<file path="config.mk">
export PLATFORM = sky130hd
export DESIGN_NAME = mm_block_responder_flat
export DESIGN_NICKNAME = d
export VERILOG_FILES = /design/src/rtl/mm_block_responder_if.sv /design/src/rtl/mm_block_responder.sv /design/src/flat_wrapper.sv
export SDC_FILE = /design/constraint.sdc
export NUM_CORES = 2
export LEC_CHECK = 0
export CAP_MARGIN = 20
export CORE_AREA = 10 10 551 553
export CTS_BUF_LIST = sky130_fd_sc_hd__clkbuf_16
export CTS_CLUSTER_DIAMETER = 100
export DETAILED_ROUTE_END_ITERATION = 8
export DIE_AREA = 0 0 561 563
export DONT_BUFFER_PORTS = 1
export PLACE_DENSITY = 0.77
export SYNTH_ARGS = -nofsm -noshare
export SYNTH_HDL_FRONTEND = slang
export SYNTH_SLANG_ARGS = --single-unit
</file>
<file path="constraint.sdc">
create_clock -name clk -period 7.1 [get_ports clk]
set_clock_uncertainty 0.15 [all_clocks]
set_input_delay 0.71 -clock clk [delete_from_list [all_inputs] [get_ports clk]]
set_output_delay 0.71 -clock clk [all_outputs]
set_load 0.01 [all_outputs]
</file>
<file path="src/rtl/mm_block_responder_if.sv">
// Request/response bundle between a data cache (master) and the block memory responder (slave).
interface mm_block_responder_if #(
  parameter int BLOCK_BYTES = 8
);
  localparam int DATA_W = BLOCK_BYTES * 8;

  logic              req_valid;
  logic              req_ready;
  logic              req_write;
  logic [31:0]       req_addr;
  logic [DATA_W-1:0] req_wdata;
  logic              resp_valid;
  logic              resp_ready;
  logic [DATA_W-1:0] resp_rdata;
  logic              resp_err;

  modport master (
    output req_valid, req_write, req_addr, req_wdata, resp_ready,
    input  req_ready, resp_valid, resp_rdata, resp_err
  );

  modport slave (
    input  req_valid, req_write, req_addr, req_wdata, resp_ready,
    output req_ready, resp_valid, resp_rdata, resp_err
  );
endinterface

</file>
<file path="src/rtl/mm_block_responder.sv">
// Main-memory responder: one block read/write in flight, fixed access latency, held response.
// Optional feature macro: MM_ADDR_CHECK_EN (flag out-of-range addresses with resp_err).
module mm_block_responder #(
  parameter int BLOCK_BYTES = 8,
  parameter int NUM_BLOCKS  = 64,
  parameter int LATENCY     = 4
) (
  input  logic                  clk,
  input  logic                  reset,
  mm_block_responder_if.slave   bus
);
  localparam int DATA_W = BLOCK_BYTES * 8;
  localparam int OFF_W  = $clog2(BLOCK_BYTES);
  localparam int IDX_W  = $clog2(NUM_BLOCKS);

  typedef enum logic [1:0] {IDLE, BUSY, RESP} state_e;

  state_e            state_q, state_d;
  logic [7:0]        cnt_q, cnt_d;
  logic              load, access, release_resp, commit;

  logic              wr_q;
  logic [IDX_W-1:0]  idx_q;
  logic [DATA_W-1:0] wdata_q;
  logic              aerr_q;
  logic              addr_err;

  logic [DATA_W-1:0] resp_rdata_q;
  logic              resp_err_q;

  logic [DATA_W-1:0] mem_q [NUM_BLOCKS];

  // Only the index field is architecturally used; the remaining address bits are folded here.
  logic              addr_unused;
  assign addr_unused = ^bus.req_addr;

`ifdef MM_ADDR_CHECK_EN
  localparam logic [31:0] MEM_BYTES = 32'(NUM_BLOCKS * BLOCK_BYTES);
  assign addr_err = (bus.req_addr >= MEM_BYTES);
`else
  assign addr_err = 1'b0;
`endif

  assign bus.req_ready  = (state_q == IDLE) && !reset;
  assign bus.resp_valid = (state_q == RESP);
  assign bus.resp_rdata = resp_rdata_q;
  assign bus.resp_err   = resp_err_q;

  always_comb begin
    state_d      = state_q;
    cnt_d        = cnt_q;
    load         = 1'b0;
    access       = 1'b0;
    release_resp = 1'b0;
    case (state_q)
      IDLE: begin
        if (bus.req_valid && bus.req_ready) begin
          load    = 1'b1;
          cnt_d   = 8'(LATENCY - 1);
          state_d = BUSY;
        end
      end
      BUSY: begin
        if (cnt_q == 8'd0) begin
          access  = 1'b1;
          state_d = RESP;
        end else begin
          cnt_d = cnt_q - 8'd1;
        end
      end
      RESP: begin
        if (bus.resp_ready) begin
          release_resp = 1'b1;
          state_d      = IDLE;
        end
      end
      default: state_d = IDLE;
    endcase
  end

  always_ff @(posedge clk) begin
    if (reset) begin
      state_q      <= IDLE;
      cnt_q        <= 8'd0;
      resp_rdata_q <= '0;
      resp_err_q   <= 1'b0;
    end else begin
      state_q <= state_d;
      cnt_q   <= cnt_d;
      if (access) begin
        resp_rdata_q <= (wr_q || aerr_q) ? '0 : mem_q[idx_q];
        resp_err_q   <= aerr_q;
      end else if (release_resp) begin
        resp_rdata_q <= '0;
        resp_err_q   <= 1'b0;
      end
    end
  end

  // Request capture; only meaningful while BUSY, so no reset needed.
  always_ff @(posedge clk) begin
    if (load) begin
      wr_q    <= bus.req_write;
      idx_q   <= bus.req_addr[OFF_W +: IDX_W];
      wdata_q <= bus.req_wdata;
      aerr_q  <= addr_err;
    end
  end

  // Reset aborts an in-flight write before it can reach the array.
  assign commit = access && wr_q && !aerr_q && !reset;

  always_ff @(posedge clk) begin
    if (commit) begin
      mem_q[idx_q] <= wdata_q;
    end
  end
endmodule
</file>
<file path="src/flat_wrapper.sv">
// flat-port wrapper written by rule: the top's interface ports become plain ports
module mm_block_responder_flat 
#(
  parameter int BLOCK_BYTES = 8,
  parameter int NUM_BLOCKS  = 64,
  parameter int LATENCY     = 4
)
  (clk, reset, bus_req_valid, bus_req_write, bus_req_addr, bus_req_wdata, bus_resp_ready, bus_req_ready, bus_resp_valid, bus_resp_rdata, bus_resp_err);
  mm_block_responder_if #(.BLOCK_BYTES(BLOCK_BYTES)) bus_i ();
  input  logic clk;
  input  logic reset;
  input wire logic [$bits(bus_i.req_valid)-1:0] bus_req_valid;
  input wire logic [$bits(bus_i.req_write)-1:0] bus_req_write;
  input wire logic [$bits(bus_i.req_addr)-1:0] bus_req_addr;
  input wire logic [$bits(bus_i.req_wdata)-1:0] bus_req_wdata;
  input wire logic [$bits(bus_i.resp_ready)-1:0] bus_resp_ready;
  output wire logic [$bits(bus_i.req_ready)-1:0] bus_req_ready;
  output wire logic [$bits(bus_i.resp_valid)-1:0] bus_resp_valid;
  output wire logic [$bits(bus_i.resp_rdata)-1:0] bus_resp_rdata;
  output wire logic [$bits(bus_i.resp_err)-1:0] bus_resp_err;
  assign bus_i.req_valid = bus_req_valid;
  assign bus_i.req_write = bus_req_write;
  assign bus_i.req_addr = bus_req_addr;
  assign bus_i.req_wdata = bus_req_wdata;
  assign bus_i.resp_ready = bus_resp_ready;
  assign bus_req_ready = bus_i.req_ready;
  assign bus_resp_valid = bus_i.resp_valid;
  assign bus_resp_rdata = bus_i.resp_rdata;
  assign bus_resp_err = bus_i.resp_err;
  mm_block_responder #(.BLOCK_BYTES(BLOCK_BYTES), .NUM_BLOCKS(NUM_BLOCKS), .LATENCY(LATENCY)) u_core (.clk(clk), .reset(reset), .bus(bus_i));
endmodule
</file>
==> run summary <==
Worst hold slack: 74.5 ps
Post-DRT Antenna Nets: 0
Final setup vio count: 0
Wire length per cell: 39.6 µm
Pre-antenna DRT Iters: 6
Final period demand of the worst path: 5100 ps
TritonCTS Sinks: 4247
Post-CTS Setup Bufs: 0
Crit path DAT: 5480 ps
Worst setup path startpoint: u_core.cnt_q[2]$_SDFFE_PP0P_
Initial Util: 0.547
Worst path required time: 7470 ps
Cts-stage hold buffer count: 77
Status: completed
FF-to-FF setup slack: 2000 ps
Row count: 199
Port bufs: 0
Post-synth EDFFs: 4167
Power per cell area: 292 nW/µm²
Syn_nets: 7274
Setup WS pre-CTS: 2210 ps
TritonCTS buffer count: 407
FILL cells: 18700
Flops & latches, synth: 4247
Core footprint: 293000 µm²
MaxCap Viol Count: 0
Reg-to-Reg Start: u_core.cnt_q[2]$_SDFFE_PP0P_
Critical Path, Cell by Cell: or4_4 > nor2_4 > nand2_1 > nor4b_4 > nand3_1 > nor2_4 > buf_12
All-layer global routing usage: 0.289
CP max stage cell: nor2_4
Post-Synthesis Cells: 7172
Ys flop type: edfxtp_1
GP Congestion: 0.825
Share of layout cells above drive strength 1: 0.232
Skew-Pair Late Insertion Delay: 1000 ps
Hold Crit Depth: 3
Initial antenna violation count: 15
R2R cell count: 7
Top Ports: 168
Max incr delay on CP: 1210 ps
First-pass GRT wire length: 646000 µm
GRT overflow: 0
TNS Setup: 0 ps
CTS root buf: clkbuf_16
Mean Syn Cell Area: 22.3 µm²
Slew margin rel.: 0.191
Register area share after synthesis: 0.792
Post-Route WL: 467000 µm
Crit Path Class: flop to flop
Nets: 7634
RSZ-0062 raised after global routing: no
Die area: 316000 µm²
CTS tree: done
Hold Crit Class: input pin to flop
Resized Gates After CTS: 0
H-tree levels: 5
Fin crit share: 0.719
Yosys cell types: 50
Reg clk slew, reported paths: 60 ps
Area delta synth->final: 12.6%
Leak: 0.0570 µW
Largest net degree at the start of global routing: 145
Slew Viols, Final: 0
Worst vdd ir: 242 µV
Yosys warning count: 0
F_max: 196 MHz
Die width: 561 µm
Chip Height: 563 µm
Synth Cell Area: 160000 µm²
Vias in the first global route: 83000
Worst Path Max Fanout: 46
Worst setup path endpoint: u_core.mem_q[59][20]$_DFFE_PP_
Worst setup margin: 2000 ps
Longest Clk Path Bufs: 4
Critical Path Start Type: flop
FFs w/ async S/R, synth: 0
Crit-path most repeated cell: nor2_4
DRT iter0 DRCs: 15400
Vias after detailed routing: 83800
Detailed Place HPWL: 234000 µm
Actual slew at the worst max-slew pin: 1210 ps
DRC: 0
Worst flop-to-flop path endpoint: u_core.mem_q[59][20]$_DFFE_PP_
Via density: 7.10
Final Hold Vio Count: 0
Power consumption: 52500 µW
Setup crit end kind: flop
-- metrics by stage --
step           utilization  instances  instance area (µm²)
2_1_floorplan            -       7172               160000
3_3_place_gp         0.568      11000               166000
3_5_place_dp         0.568      11000               166000
4_1_cts              0.615      11800               180000
5_1_grt              0.616      11800               180000
6_report             0.616      11800               180000
-- synthesized netlist by cell type (17+ instances only) --
cell type / instances / area share
o22ai_1: 192 / 0.0075
mux4_2: 883 / 0.12
buf_1: 47 / 0.0011
a211oi_1: 137 / 0.0064
a21oi_1: 138 / 0.0043
dfxtp_1: 80 / 0.010
nor2b_1: 17 / 0.00067
buf_2: 164 / 0.0051
o21ai_1: 63 / 0.0020
clkbuf_1: 158 / 0.0037
nand2_1: 205 / 0.0048
o221ai_1: 63 / 0.0035
nor2_1: 115 / 0.0027
a22oi_1: 164 / 0.0077
o21ai_0: 34 / 0.0011
buf_4: 35 / 0.0016
mux2i_1: 427 / 0.027
edfxtp_1: 4167 / 0.78
-- report_power, final --
part	switching [µW]	internal, µW	total (µW)	leakage (µW)
logic	2220	1330	3550	0.0121
registers	156	27600	27700	0.0381
clock network	9440	11800	21200	0.00675
total	11800	40700	52500	0.0570
-- sequential cells by signal, summed over array words and instances, names as in the netlist, named ones only --
signal                 cells
u_core.idx_q               6
u_core.wr_q                1
u_core.bus.resp_rdata     64
u_core.wdata_q            64
u_core.cnt_q               8
u_core.state_q             2
u_core.mem_q            4096
-- layout make-up --
| cell class | instances | area, µm² | area share |
|---|---|---|---|
| clock buffers | 410 | 10300 | 0.0570 |
| flip-flops and latches | 4247 | 127000 | 0.704 |
| well taps | 3919 | 4900 | 0.0272 |
| clock inverters | 343 | 2770 | 0.0154 |
| multi-input cells | 2513 | 31800 | 0.177 |
| diodes | 9 | 22.5 | 0.000125 |
| repair buffers | 361 | 3540 | 0.0196 |
| inverters | 2 | 7.51 | 0.0000417 |
-- worst min-delay path by stage --
stage / end / start / slack [ps]
global placement: u_core.bus.resp_rdata[39]$_SDFFE_PP0P_ / u_core.bus.resp_rdata[39]$_SDFFE_PP0P_ / 390
finish: u_core.bus.resp_rdata[34]$_SDFFE_PP0P_ / reset / 70
detailed placement: u_core.bus.resp_rdata[40]$_SDFFE_PP0P_ / u_core.bus.resp_rdata[40]$_SDFFE_PP0P_ / 390
CTS: u_core.bus.resp_rdata[34]$_SDFFE_PP0P_ / reset / 60
global route: u_core.bus.resp_rdata[34]$_SDFFE_PP0P_ / reset / 30
floorplan: u_core.bus.resp_rdata[10]$_SDFFE_PP0P_ / u_core.bus.resp_rdata[10]$_SDFFE_PP0P_ / 320
-- worst max-delay path, delay by kind of cell, from the launching register on --
family | cells | cell delay [ps]
simple gates | 6 | 3460
flops | 1 | 370
buf+inv | 1 | 560
-- cells in the final DEF (no fill, tap or decap), types with 95 or more instances in the layout --
master / n
clkinv_1: 95
mux2i_1: 427
buf_4: 236
a211oi_1: 137
clkbuf_16: 410
mux4_2: 883
o22ai_1: 192
a21oi_1: 138
a22oi_1: 164
edfxtp_1: 4167
inv_1: 103
nand2_1: 203
-- kinds of logic after synthesis --
kind of cell	after synthesis	share of synthesized area
AOI/OAI and AO/OA	798	0.0328
xor gates and xnor gates	6	0.000329
adders and majority gates	1	0.0000782
buffers and inverters	412	0.0120
DFF	4247	0.792
muxes	1316	0.151
other	1	0.0000234
and+or+nand+nor	391	0.0108
-- routing by layer --
layer | wire, µm | GRT usage | share of wire | vias to the layer above
met5 | 95 | 0 | 0.00020 | -
met4 | 31000 | 0.156 | 0.066 | 16
met3 | 67800 | 0.0862 | 0.14 | 1588
met2 | 216000 | 0.445 | 0.46 | 7977
met1 | 152000 | 0.374 | 0.33 | 43100
li1 | - | - | - | 31100
Note: power is estimated with default switching activity, not from simulation.
